File: config.mk
export PLATFORM = sky130hd
export DESIGN_NAME = fetch_ctrl
export DESIGN_NICKNAME = d
export VERILOG_FILES = /design/src/rtl/rvcpu_pkg.sv /design/src/rtl/perf_counter.sv /design/src/rtl/fetch_ctrl.sv
export SDC_FILE = /design/constraint.sdc
export NUM_CORES = 1
export LEC_CHECK = 0
export ABC_AREA = 1
export CAP_MARGIN = 15
export CORE_MARGIN = 4
export CORE_UTILIZATION = 50
export DETAILED_ROUTE_END_ITERATION = 7
export PLACE_DENSITY = 0.83
export SETUP_SLACK_MARGIN = 0.3
export SKIP_LAST_GASP = 1
export SLEW_MARGIN = 40
export SYNTH_ARGS = -nofsm -noshare
export SYNTH_HDL_FRONTEND = slang
export SYNTH_HIERARCHICAL = 1
export SYNTH_SLANG_ARGS = --single-unit
File: constraint.sdc
create_clock -name clk -period 5.5 [get_ports clk]
set_clock_uncertainty 0.1 [all_clocks]
set_input_delay 1.1 -clock clk [delete_from_list [all_inputs] [get_ports clk]]
set_output_delay 1.1 -clock clk [all_outputs]
set_load 0.02 [all_outputs]
File: src/rtl/rvcpu_pkg.sv
// rvcpu: shared core types and constants.
//   Width         - architectural address width
//   pc_t          - program counter type
//   inst_t        - 32-bit instruction word
//   InstBytes     - PC increment per sequential fetch
//   fetch_state_t - fetch sequencer states
package rvcpu;

    localparam int unsigned Width = 32;

    typedef logic [Width-1:0] pc_t;
    typedef logic [31:0]      inst_t;

    localparam pc_t InstBytes = pc_t'(4);

    typedef enum logic [2:0] {
        BOOT,
        REQ,
        WAIT,
        HOLD,
        DRAIN
    } fetch_state_t;

endpackage

File: src/rtl/perf_counter.sv
// perf_counter: 32-bit wrapping event counter.
//   clk_i   - clock
//   rst_i   - asynchronous active-high reset, clears the count
//   en_i    - count one event this cycle
//   count_o - current count
module perf_counter (
    input  logic        clk_i,
    input  logic        rst_i,
    input  logic        en_i,
    output logic [31:0] count_o
);

    logic [31:0] count_q;

    always_ff @(posedge clk_i or posedge rst_i) begin
        if (rst_i) begin
            count_q <= '0;
        end else if (en_i) begin
            count_q <= count_q + 32'd1;
        end
    end

    assign count_o = count_q;

endmodule

File: src/rtl/fetch_ctrl.sv
// fetch_ctrl: instruction fetch sequencer. Owns the PC, issues one
// instruction-memory request at a time, presents each fetched instruction
// to decode over valid/ready, and applies branch-unit redirects, discarding
// any in-flight fetch made stale by a redirect.
//   clk, rst         - clock, asynchronous active-high reset
//   imem_req_*       - request port (valid/ready, addr = PC)
//   imem_rsp_*       - response for the single outstanding request
//   inst_*           - instruction + PC to decode (valid/ready)
//   redirect(_pc)    - taken branch/jump target from execute
// Optional build macro FETCH_PERF_EN adds perf_redirects / perf_dropped
// event counters (32-bit, wrapping).
module fetch_ctrl
    import rvcpu::*;
#(
    parameter pc_t ResetPc = '0
) (
    input  logic             clk,
    input  logic             rst,
    output logic             imem_req_valid,
    input  logic             imem_req_ready,
    output logic [Width-1:0] imem_req_addr,
    input  logic             imem_rsp_valid,
    input  logic [31:0]      imem_rsp_data,
    output logic             inst_valid,
    input  logic             inst_ready,
    output logic [31:0]      inst_data,
    output logic [Width-1:0] inst_pc,
    input  logic             redirect,
    input  logic [Width-1:0] redirect_pc
`ifdef FETCH_PERF_EN
    ,
    output logic [31:0]      perf_redirects,
    output logic [31:0]      perf_dropped
`endif
);

    fetch_state_t state_q;
    pc_t          pc_q;
    pc_t          inst_pc_q;
    inst_t        inst_data_q;
    logic         req_valid_q;
    logic         hold_q;

    // Targets are word aligned; the low two bits are ignored.
    pc_t  target;
    logic unused_redirect_lsbs;
    assign target               = {redirect_pc[Width-1:2], 2'b00};
    assign unused_redirect_lsbs = ^redirect_pc[1:0];

    always_ff @(posedge clk or posedge rst) begin
        if (rst) begin
            state_q     <= BOOT;
            pc_q        <= ResetPc;
            inst_pc_q   <= '0;
            inst_data_q <= '0;
            req_valid_q <= 1'b0;
            hold_q      <= 1'b0;
        end else begin
            case (state_q)
                BOOT: begin
                    state_q     <= REQ;
                    req_valid_q <= 1'b1;
                end
                REQ: begin
                    if (redirect) begin
                        pc_q <= target;
                    end
                    // An accepted request is stale if redirected in the same cycle.
                    if (imem_req_ready) begin
                        state_q     <= redirect ? DRAIN : WAIT;
                        req_valid_q <= 1'b0;
                    end
                end
                WAIT: begin
                    if (imem_rsp_valid && !redirect) begin
                        inst_data_q <= imem_rsp_data;
                        inst_pc_q   <= pc_q;
                        pc_q        <= pc_q + InstBytes;
                        state_q     <= HOLD;
                        hold_q      <= 1'b1;
                    end else if (imem_rsp_valid) begin
                        pc_q        <= target;
                        state_q     <= REQ;
                        req_valid_q <= 1'b1;
                    end else if (redirect) begin
                        pc_q    <= target;
                        state_q <= DRAIN;
                    end
                end
                HOLD: begin
                    // Redirect wins over inst_ready: the handshake never completes.
                    if (redirect) begin
                        pc_q <= target;
                    end
                    if (redirect || inst_ready) begin
                        state_q     <= REQ;
                        hold_q      <= 1'b0;
                        req_valid_q <= 1'b1;
                    end
                end
                DRAIN: begin
                    if (redirect) begin
                        pc_q <= target;
                    end
                    if (imem_rsp_valid) begin
                        state_q     <= REQ;
                        req_valid_q <= 1'b1;
                    end
                end
                default: begin
                    state_q     <= BOOT;
                    req_valid_q <= 1'b0;
                    hold_q      <= 1'b0;
                end
            endcase
        end
    end

    assign imem_req_valid = req_valid_q;
    assign imem_req_addr  = pc_q;
    assign inst_valid     = hold_q & ~redirect;
    assign inst_data      = inst_data_q;
    assign inst_pc        = inst_pc_q;

`ifdef FETCH_PERF_EN
    logic drop_evt;
    assign drop_evt = (state_q == WAIT  && imem_rsp_valid && redirect) ||
                      (state_q == DRAIN && imem_rsp_valid) ||
                      (state_q == HOLD  && redirect);

    perf_counter u_perf_redirects (
        .clk_i   (clk),
        .rst_i   (rst),
        .en_i    (redirect),
        .count_o (perf_redirects)
    );

    perf_counter u_perf_dropped (
        .clk_i   (clk),
        .rst_i   (rst),
        .en_i    (drop_evt),
        .count_o (perf_dropped)
    );
`endif

endmodule

==> results.py <==
metrics = {
    "yosys": {
        "yosys_warnings": 6,
        "synth_edf_count": 0,
        "seq_area_frac_synth": 0.488,
        "netlist_area_mm2": 0.00518,
        "yosys.area.top_type": "dfrtp_1",
        "synth-main-ff-cell": "dfrtp_1",
        "ys_top_cells_by_area": "dfrtp_1 49%, nand2_1 22%, nor2_1 4.3%, o21ai_1 3.9%, inv_1 3.8%",
        "synthCells": 696,
        "ys_seq_elements": 101,
        "postSynthAreaPerCell_um2": 7.45,
        "synth_cell_types": 35,
        "async_reset_ff_frac": 1.00,
        "synthesis.nets": 767,
        "synth_top_area_share": 0.488,
    },
    "critical_path": {
        "crit_chain": "clkdlybuf4s50_1 > buf_4 > nor2_1 > clkdlybuf4s50_1",
        "critPathArrivalTime_ns": 2.51,
        "critPathLaunchType": "primary input",
        "cpLargestDelayFamily": "buffers and inverters",
        "critical_path.max_fanout": 30,
        "path_buf_inv": 3,
        "ff2ff_setup_slack_ns": 2.99,
        "cpMostUsedCell": "clkdlybuf4s50_1",
        "worstPathRequired_ns": 4.30,
        "cp-end-kind": "output port",
        "cpPeakStageDelay_ns": 0.54,
        "critPathKind": "in -> out",
        "cpMaxStageDelayCell": "clkdlybuf4s50_1",
    },
    "clocking": {
        "cts_resized": 0,
        "clk_pin_slew_worst_paths_ns": 0.10,
        "clock-sinks": 101,
        "cts_made_buffers": 9,
        "htree_levels": 3,
        "cts_root_buffer": "clkbuf_8",
        "cts_hold_buf": 0,
        "clk_latency_ns": 0.37,
        "cts_tree": "yes",
        "post_cts_buffers": 0,
        "cts_buffer_depth": 2,
    },
    "route": {
        "route.detailed.drc": 0,
        "vias_per_cell": 5.25,
        "drtIter0Drc": 425,
        "drt_first_pass_iters": 5,
        "postRouteAntennaNets": 0,
        "wl_um": 15400,
        "routedWlPerCell_um": 15.6,
        "dr_total_vias": 5199,
    },
    "die": {
        "start_util": 0.521,
        "dieArea_mm2": 0.0121,
        "die_x_um": 110,
        "io_pins": 168,
        "core_mm2": 0.00995,
        "rows": 36,
        "chipHeight_um": 110,
    },
    "timing": {
        "min_period_ns": 3.71,
        "max-slew-margin-rel": 0.601,
        "setup_viol": 0,
        "grt_setup_unrepaired": "no",
        "fin_crit_sh": 0.675,
        "tightest_slew_ns": 0.599,
        "max_clock_freq_ghz": 0.270,
        "tns_ns": 0,
        "drv_slew": 0,
        "hold_viol": 0,
    },
    "final_layout": {
        "final_cell_area_mm2": 0.00711,
        "n_antenna_cell": 0,
        "final_layout_size_suffix_gt1_frac": 0.0653,
        "fin_nets": 924,
        "syn_to_final_growth_pct": 37.2,
        "final_core_util": 0.714,
    },
    "placed_design": {
        "place_hpwl_um": 11500,
        "placedInstanceArea_mm2": 0.00690,
        "finalWeightedCongestion": 0.909,
        "port-buffer-count": 165,
    },
    "grt": {
        "antenna_found_initial": 0,
        "grt_max_degree": 68,
        "gr-total-overflow": 0,
        "grt_pass1_vias": 5026,
        "grt_usage": 0.259,
        "grt_pass1_wl_um": 24500,
    },
    "power": {
        "peakVddDrop_mv": 0.389,
        "p_leak_nw": 3.34,
        "powerDensity_mw_per_mm2": 585,
    },
    "status": {
        "status": "finished, final reports clean",
    },
    "job": {
        "drv_cap": 0,
    },
    "min_path": {
        "min_path_type": "reg -> reg",
    },
}
[power breakdown]
part | leakage [nW] | switching (mW) | internal (mW)
combinational | 1.97 | 1.31 | 0.939
clock | 0.102 | 0.275 | 0.230
sequential | 1.27 | 0.321 | 1.08
[synth_stat cells, types with 8 or more instances]
cell type and count:
nand3_1 32, o21ai_1 40, nor2_2 8, inv_2 8
nor2_1 59, buf_2 10, o21ai_0 8, inv_1 53
a21oi_1 18, nand2_1 297, dfrtp_1 101
[cell families (layout without fill, tap and decap cells)]
family / Yosys count / in the layout / synth area share
fa+ha+maj: 1 / 1 / 0.00241
simple gates: 414 / 414 / 0.327
flops: 101 / 101 / 0.488
buf+inv: 86 / 248 / 0.0739
compound gates: 92 / 92 / 0.106
xor+xnor: 2 / 2 / 0.00338
[cell usage in the layout (no fill, tap or decap), types with 6 or more instances in the layout]
master / count
a21oi_1: 18
o21ai_1: 40
nand2_1: 297
inv_2: 7
clkbuf_8: 10
clkdlybuf4s50_1: 165
inv_1: 52
a221oi_1: 6
nand3_1: 32
nor2_2: 7
nor2_1: 59
o21ai_0: 8
dfrtp_1: 101
o211ai_1: 6
[state kept, by name (all words and copies together) (netlist names)]
register and flops:
hold_q 1, imem_req_addr 32, imem_req_valid 1, inst_data 32, inst_pc 32, state_q 3
[routing by layer]
metal / GRT usage / wire (µm) / vias up
li1: - / - / 2508
met1: 0.342 / 6140 / 2430
met2: 0.432 / 7750 / 229
met3: 0.0405 / 1170 / 32
met4: 0.0935 / 383 / 0
met5: 0 / 0 / -
[worst paths after layout]
path,start,endpoint,cells after the start
worst max register to register,state_q[2]$_DFFE_PP0P_,imem_req_addr[12]$_DFFE_PP0P_,9
worst min-delay path,inst_data[17]$_DFFE_PP0P_,inst_data[17]$_DFFE_PP0P_,2
max in group asynchronous,rst,imem_req_addr[3]$_DFFE_PP0P_,3
worst max-delay path,redirect,inst_valid,4
min in group asynchronous,rst,inst_data[9]$_DFFE_PP0P_,2
worst min register to register,inst_data[17]$_DFFE_PP0P_,inst_data[17]$_DFFE_PP0P_,2
[layout make-up]
class,instances,area (µm²)
Fill cell,822,2840
Sequential cell,101,2530
Multi-Input combinational cell,509,2280
Timing Repair Buffer,170,1690
Inverter,62,243
Tap cell,133,166
Clock buffer,11,141
Clock inverter,5,66.3
[stage by stage]
stage	hold WS, ns	setup slack, ns	instances	power [mW]
floorplan	0.362	1.65	696	2.67
global placement	0.355	1.35	975	3.57
detailed placement	0.358	1.55	975	3.66
CTS	0.383	1.79	991	4.17
global route	0.403	1.70	991	4.46
finish	0.380	1.79	991	4.16
[tightest hold or removal path: cells and delay by family, from the launching register on]
family	cells	cell delay (ns)
flip-flops	1	0.36
AND/OR/NAND/NOR	2	0.09
Power figures use the tool's default switching activity.
